==> src/rtl/intdiv_pkg.sv <==
// Shared definitions for the integer-division block family: signed-digit (sd2)
// encodings, the reconstruction FSM state encodings and common flag constants.
package intdiv_pkg;

    // Radix-2 signed-digit encodings used by the divider datapaths.
    typedef enum logic [1:0] {
        Sd2Zero = 2'b00,
        Sd2Pos  = 2'b01,
        Sd2Neg  = 2'b11
    } sd2_e;

    // Reconstruction FSM states.
    typedef enum logic [1:0] {
        StIdle = 2'b00,
        StMul  = 2'b01,
        StDone = 2'b10
    } state_e;

    localparam logic On       = 1'b1;
    localparam logic Off      = 1'b0;
    localparam logic Positive = 1'b0;
    localparam logic Negative = 1'b1;

endpackage

==> src/rtl/intdiv_addsub.sv <==
// Width-parameterised adder/subtractor: sum = sub ? a - b : a + b.
module intdiv_addsub #(
    parameter int unsigned Width = 9
) (
    input  logic [Width-1:0] a,
    input  logic [Width-1:0] b,
    input  logic             sub,
    output logic [Width-1:0] sum
);

    // Single carry chain; subtraction via inverted operand and carry-in.
    always_comb begin
        sum = a + (sub ? ~b : b) + {{(Width-1){1'b0}}, sub};
    end

endmodule

==> src/rtl/intdiv_recon.sv <==
// Dividend reconstruction x = z*y + r by serial shift-and-add over the bits
// of z, LSB first, with a 2N+1-bit accumulator so no intermediate step wraps.
// Optional remainder-consistency checker (err port) built only when
// INTDIV_RECON_CHECK_EN is defined.
module intdiv_recon
    import intdiv_pkg::*;
#(
    parameter int unsigned N = 4
) (
    input  logic           clock,
    input  logic           reset,
    input  logic           in_valid,
    output logic           in_ready,
    input  logic [N-1:0]   z,
    input  logic [N-1:0]   y,
    input  logic [N-1:0]   r,
    output logic           out_valid,
    input  logic           out_ready,
    output logic [2*N-1:0] x,
    output logic           ovf
`ifdef INTDIV_RECON_CHECK_EN
    ,
    output logic           err
`endif
);

    localparam int unsigned AccW = 2 * N + 1;
    localparam int unsigned CntW = $clog2(N);
    localparam logic [CntW-1:0] LastBit = CntW'(N - 1);

    state_e          state_q;
    logic [N-1:0]    z_q;
    logic [N-1:0]    y_q;
    logic [AccW-1:0] acc_q;
    logic [CntW-1:0] cnt_q;
    logic            ovf_q;

    logic [AccW-1:0] addend;
    logic            sub_sel;
    logic [AccW-1:0] acc_sum;
    logic            fits_n;
    logic            err_n;

    // Partial product for the current bit of z; the sign bit carries weight -2^(N-1).
    always_comb begin
        addend  = z_q[cnt_q] ? ({{(N + 1){y_q[N-1]}}, y_q} << cnt_q) : '0;
        sub_sel = (cnt_q == LastBit);
    end

    intdiv_addsub #(
        .Width(AccW)
    ) u_addsub (
        .a  (acc_q),
        .b  (addend),
        .sub(sub_sel),
        .sum(acc_sum)
    );

    // Final result fits N signed bits iff bits [2N-1:N-1] are all copies of the sign.
    always_comb begin
        fits_n = (acc_sum[2*N-1:N-1] == {(N + 1){acc_sum[N-1]}});
    end

`ifdef INTDIV_RECON_CHECK_EN
    logic [N-1:0] r_q;
    logic         err_q;
    logic [N:0]   r_ext;
    logic [N:0]   y_ext;
    logic [N:0]   r_mag;
    logic [N:0]   y_mag;

    // Magnitudes are one bit wider so -2^(N-1) negates exactly.
    always_comb begin
        r_ext = {r_q[N-1], r_q};
        y_ext = {y_q[N-1], y_q};
        r_mag = (r_q[N-1] == Negative) ? (~r_ext + 1'b1) : r_ext;
        y_mag = (y_q[N-1] == Negative) ? (~y_ext + 1'b1) : y_ext;
        err_n = ((y_q != '0) && (r_mag >= y_mag)) ||
                ((r_q != '0) && (r_q[N-1] != acc_sum[2*N-1]));
    end

    // Checker operand capture and registered flag, updated on entry to DONE.
    always_ff @(posedge clock) begin
        if (reset) begin
            r_q   <= '0;
            err_q <= Off;
        end else if (state_q == StIdle && in_valid) begin
            r_q <= r;
        end else if (state_q == StMul && cnt_q == LastBit) begin
            err_q <= err_n;
        end
    end

    assign err = err_q;
`else
    assign err_n = Off;
    logic unused_err_n;
    assign unused_err_n = err_n;
`endif

    // FSM, bit counter and accumulator.
    always_ff @(posedge clock) begin
        if (reset) begin
            state_q <= StIdle;
            z_q     <= '0;
            y_q     <= '0;
            acc_q   <= '0;
            cnt_q   <= '0;
            ovf_q   <= Off;
        end else begin
            case (state_q)
                StIdle: begin
                    if (in_valid) begin
                        z_q     <= z;
                        y_q     <= y;
                        acc_q   <= {{(N + 1){r[N-1]}}, r};
                        cnt_q   <= '0;
                        state_q <= StMul;
                    end
                end
                StMul: begin
                    acc_q <= acc_sum;
                    cnt_q <= cnt_q + CntW'(1);
                    if (cnt_q == LastBit) begin
                        ovf_q   <= fits_n ? Off : On;
                        state_q <= StDone;
                    end
                end
                StDone: begin
                    if (out_ready) begin
                        state_q <= StIdle;
                    end
                end
                default: state_q <= StIdle;
            endcase
        end
    end

    // The accumulator MSB only guards against wrap; x is its low 2N bits.
    logic unused_acc_msb;
    assign unused_acc_msb = acc_q[AccW-1];

    assign in_ready  = (state_q == StIdle) ? On : Off;
    assign out_valid = (state_q == StDone) ? On : Off;
    assign x         = acc_q[2*N-1:0];
    assign ovf       = ovf_q;

endmodule

==> config.mk <==
export PLATFORM = sky130hd
export DESIGN_NAME = intdiv_recon
export DESIGN_NICKNAME = d
export VERILOG_FILES = /design/src/rtl/intdiv_pkg.sv /design/src/rtl/intdiv_addsub.sv /design/src/rtl/intdiv_recon.sv
export SDC_FILE = /design/constraint.sdc
export NUM_CORES = 1
export LEC_CHECK = 0
export ABC_AREA = 1
export BUFFER_PORTS_ARGS = -buffer_cell sky130_fd_sc_hd__buf_2
export CORE_ASPECT_RATIO = 0.9
export CORE_MARGIN = 2
export CORE_UTILIZATION = 40
export DETAILED_ROUTE_END_ITERATION = 8
export HOLD_SLACK_MARGIN = 0.02
export SETUP_SLACK_MARGIN = 0.02
export SYNTH_ARGS = -nofsm -noshare
export SYNTH_HDL_FRONTEND = slang
export SYNTH_SLANG_ARGS = --single-unit
==> constraint.sdc <==
create_clock -name clock -period 3.82 [get_ports clock]
set_input_delay 0.191 -clock clock [delete_from_list [all_inputs] [get_ports clock]]
set_output_delay 0.191 -clock clock [all_outputs]
set_load 0.005 [all_outputs]
Word level (Yosys, flattened, before mapping) --
Cells that the tools add are included.
Operators by class: add/subtract/negate cells 3, reductions and logical operators 6, equal/unequal tests 7, shifts and indexed selects 1, bitwise logic cells 1, mux-type cells 15, magnitude comparators 1
Operators by type and width (number):
- two-way mux 9 bit | 3
- case mux 9 bit (2 select lines) | 1
- adder 9 x 1 -> 9 bit | 1
- adder 9 bit | 1
- NOT 9 bit | 1
- << shifter 9 x 2 -> 9 bit | 1
- two-way mux 2 bit | 4
- case mux 2 bit (3 select lines) | 1
- AND reduction 2 bit | 3
- == test 2 bit (second input constant) | 2
- == test 4 bit | 1
- two-way mux 1 bit | 4
- != test 2 bit (second input constant) | 2
- case mux 2 bit (2 select lines) | 1
- < comparator 2 x 3 -> 1 bit (second input constant) | 1
- AND reduction 3 bit | 1
- adder 2 x 1 -> 2 bit (second input constant) | 1
- binary-select mux 1 bit (select 2 bit) | 1
- == test 2 x 1 -> 1 bit (second input constant) | 1
- logical NOT 2 bit | 1
- != test 2 x 1 -> 1 bit (second input constant) | 1
- nonzero test 2 bit | 1
Word-level totals: flip-flop bits (word level) 22, input port bits 16, logic and storage cells 40, output and inout bits 11

Depth between registers and ports, before layout --
depth in word-level cells 9, mapped depth 21, depth with buffers taken out 20

By module --
From an unflattened synthesis, not the netlist that was laid out.
Second synthesis, totals: cells, all modules 287, area total of the unflattened synthesis 1717.9 sq um
Modules (own cells, without submodules):
- intdiv_recon | sequential area each 440.4 sq um, times used 1, cells each 198, area an instance 1191.1 sq um
- intdiv_addsub | sequential area each 0.0 sq um, times used 1, cells each 89, area an instance 526.8 sq um

Worst setup path before layout --
No wires, ideal clock.
kind register to register, from reg cnt_q[1], to reg ovf_q, in the netlist ovf, cell stages (with the launch flop) 14, path slack 1.505 ns, data required time 3.701 ns, path buffers 0, library setup time 0.119 ns, arrival time 2.196 ns, clock period less this slack 2.315 ns, cells stage by stage dfxtp_1 > ha_1 > inv_2 > nand2_2 > and2_1 > fa_1 > a21oi_1 > o21ai_1 > xor2_1 > nand3_1 > nand2_1 > nand3_2 > nor2_2 > nor2_2
On the way: cells in the longest elaborated chain, start to end 9, elaborated cells between the ends (all ways) 12, those cells by class add/sub (2); eq/ne (2); shift (1); mux (5); bitwise (1); reduce/logical (1)
RTL lines:
- start, declared | line intdiv_recon.sv:35 | logic [CntW-1:0] cnt_q;
- start signal, assigned | line intdiv_recon.sv:123 | cnt_q <= cnt_q + CntW'(1);
- binary-select mux 1 bit (select 2 bit) | line intdiv_recon.sv:46 | addend = z_q[cnt_q] ? ({{(N + 1){y_q[N-1]}}, y_q} << cnt_q) : '0;
- two-way mux 1 bit (implied by the code) | line intdiv_recon.sv:46
- two-way mux 9 bit | line intdiv_recon.sv:46
- NOT 9 bit | line intdiv_addsub.sv:13 | sum = a + (sub ? ~b : b) + {{(Width-1){1'b0}}, sub};
- two-way mux 9 bit | line intdiv_addsub.sv:13
- adder 9 bit | line intdiv_addsub.sv:13
- adder 9 x 1 -> 9 bit | line intdiv_addsub.sv:13
- == test 4 bit | line intdiv_recon.sv:61 | fits_n = (acc_sum[2*N-1:N-1] == {(N + 1){acc_sum[N-1]}});
- two-way mux 1 bit | line intdiv_recon.sv:125 | ovf_q <= fits_n ? Off : On;
- end signal, assigned | line intdiv_recon.sv:125
- end, declared | line intdiv_recon.sv:36 | logic ovf_q;
Several ways; a longest one is shown, not always the timed one. The select of a mux whose other input is x is not followed. A chain may end at the register's enable or synchronous reset.

Worst setup path after layout --
from reg cnt_q[0], to reg ovf_q, in the netlist ovf
The elaborated chain is that of the path after synthesis.

==> flow_metrics.py <==
metrics = {
    "global_routing": {
        "grt_max_degree": 15,
        "grt_pass1_wl_um": 5968,
        "grt_antenna_before_repair": 0,
        "grt-ovfl-total": 0,
        "grt_pass1_vias": 1327,
        "track_usage_pct": 16.58,
    },
    "place": {
        "pre_cts_ws_ps": 1111,
        "dpl.hpwl_um": 2734,
        "port_buffers": 26,
        "gp_congestion": 0.8709,
    },
    "worst_setup_path": {
        "crit_type": "reg2reg",
        "critPathLaunchType": "flop",
        "worstPathArrival_ps": 2860,
        "critPathTopFamily": "adder cells",
        "cpPeakStageDelay_ps": 600,
        "path_buf_inv": 1,
        "slowest_stage": "dfxtp_1",
        "cp_max_fo": 10,
        "path_cells": "ha_1 > inv_2 > xor2_1 > fa_1 > a21oi_1 > o21ai_1 > xor2_1 > nand3_1 > nand2_1 > nand3_2 > nor2_2 > nor2_2",
        "endpoint_kind": "flop",
        "cp.required_ps": 3990,
    },
    "die": {
        "die_h_um": 62.78,
        "die_w_um": 69.31,
        "start_util_pct": 41.44,
        "ios": 27,
        "dieArea_sq_um": 4351,
        "num_rows": 21,
        "core-area_sq_um": 3705,
    },
    "yosys": {
        "synthTopCellsByArea": "dfxtp_1, nand2_1, inv_1",
        "syn_area_sq_um": 1535,
        "synthesis.nets": 248,
        "yosysTopAreaCell": "dfxtp_1",
        "synth_flop_cell": "dfxtp_1",
        "async_flop_share_pct": 0,
        "ys_seq_area_share_pct": 27.38,
        "synth_cell_types": 32,
        "synth_top_area_share_pct": 27.38,
        "yosysWarnings": 0,
        "synth_area_per_cell_sq_um": 6.854,
        "synthCells": 224,
        "synth-edff-count": 0,
        "ys_ff_latch": 21,
    },
    "final_layout": {
        "drive_gt1_share_pct": 24.70,
        "antenna_cells": 0,
        "final_cell_mix": "nand2_1, buf_2, inv_1",
        "area_delta_synth_final_pct": 14.18,
        "multi_input_area_sq_um": 978.4,
        "post-route-util_pct": 47.32,
        "fill_cells": 399,
        "fin_nets": 276,
        "final_common_cell": "nand2_1",
        "regArea_sq_um": 420.4,
    },
    "detailed_routing": {
        "first_pass_iters": 4,
        "antenna_left": 0,
        "num_vias": 1460,
        "wl_um": 3482,
        "dr.first_iter.drc_count": 52,
        "wl_per_cell_um": 11.72,
        "routed_via_density": 4.916,
        "drc": 0,
    },
    "sta": {
        "setup_tns_ps": 0,
        "tightest_slew_ps": 513.3,
        "max_freq_mhz": 370.9,
        "finalClockSkew_ps": 9.843,
        "fin_crit_sh_pct": 70.57,
        "slew_headroom_pct": 65.74,
        "rsz0062_at_grt": "no",
        "final_max_slew_viol_count": 0,
        "setup_violations": 0,
        "hold_viol": 0,
        "fin_ws_ps": 1124,
        "finalCriticalPeriod_ps": 2696,
    },
    "clock_network": {
        "post_cts_resized": 0,
        "postCtsSetupBuffers": 0,
        "clockBufferDepth": 2,
        "cts.htree.levels": 1,
        "cts_tree": "yes",
        "worst_skew_pair.late_latency_ps": 270,
        "cts_hold_buf": 0,
        "cts_buffers": 3,
        "cts.sinks": 21,
        "path_clk_slew_ps": 90,
        "cts-root-buf": "clkbuf_8",
    },
    "run": {
        "maxCapViolations": 0,
    },
    "power_and_ir_drop": {
        "power.density_nw_per_um2": 322.4,
        "leakagePower_nw": 0.8240,
        "total_power_w": 0.0005651,
        "ir_drop_uv": 168.7,
    },
    "worst_hold_path": {
        "hold_class": "in2reg",
    },
    "run_status": {
        "status": "finished clean",
    },
}
-- cell type report --
| cell class | count | share of cell area [%] |
|---|---|---|
| Multi-Input combinational cell | 170 | 55.82 |
| Sequential cell | 21 | 23.98 |
| Timing Repair Buffer | 26 | 7.423 |
| Inverter | 30 | 6.710 |
| Tap cell | 46 | 3.283 |
| Clock buffer | 3 | 2.355 |
| Clock inverter | 1 | 0.4283 |
-- final timing paths --
check / cells after the start / slack, ps / end / start
setup / recovery: 12 / 1120 / ovf / cnt_q[0]
hold / removal: 3 / 170 / y_q[3] / y[3]
setup reg to reg: 12 / 1120 / ovf / cnt_q[0]
hold reg to reg: 2 / 440 / z_q[2] / z_q[2]
-- tightest hold or removal path: stages --
cell     delay (ps)
buf_2            70
o21ai_0          70
nor2_1           70
-- per-layer routing --
layer	global-route usage, %	vias up	wire, um
met5	0	-	0
met4	2.206	0	0
met3	3.065	0	145
met2	25.00	32	1443
met1	25.05	640	1892
li1	-	788	-
-- registers in the layout, indices dropped and copies added, names as in the netlist --
name     cells
acc_q        8
cnt_q        2
z_q          4
y_q          4
ovf          1
state_q      2
-- through the flow --
step	cells	instance area, sq um	hold WS (ps)
CTS	297	1753	159.3
global route	297	1753	185.7
detailed placement	293	1704	432.8
finish	297	1753	165.0
floorplan	224	1535	269.5
global placement	293	1704	430.3
-- Yosys cell counts, types with 2 or more instances --
library cell	n
clkbuf_1	2
dfxtp_1	21
inv_1	24
nand2_2	10
inv_2	4
a21oi_1	13
nand3_2	5
nor2_1	14
o21ai_0	16
a31oi_1	7
nand4_1	2
xor2_1	7
ha_1	7
nor2_2	5
nand3_1	12
nand2_4	4
nand2_1	56
-- report_power, final --
| part | internal [W] | switching [W] |
|---|---|---|
| logic | 0.0000585 | 0.0000984 |
| clock network | 0.0000738 | 0.0000805 |
| registers | 0.000236 | 0.0000179 |
-- cell families after synthesis --
logic type,after synthesis,share of synthesized area [%]
buffers and inverters,33,8.883
DFF,21,27.38
xor gates and xnor gates,7,3.994
adders and majority gates,8,7.009
muxes,1,0.6520
and+or+nand+nor,112,36.84
AOI/OAI and AO/OA,42,15.24
Power figures use the tool's default switching activity.
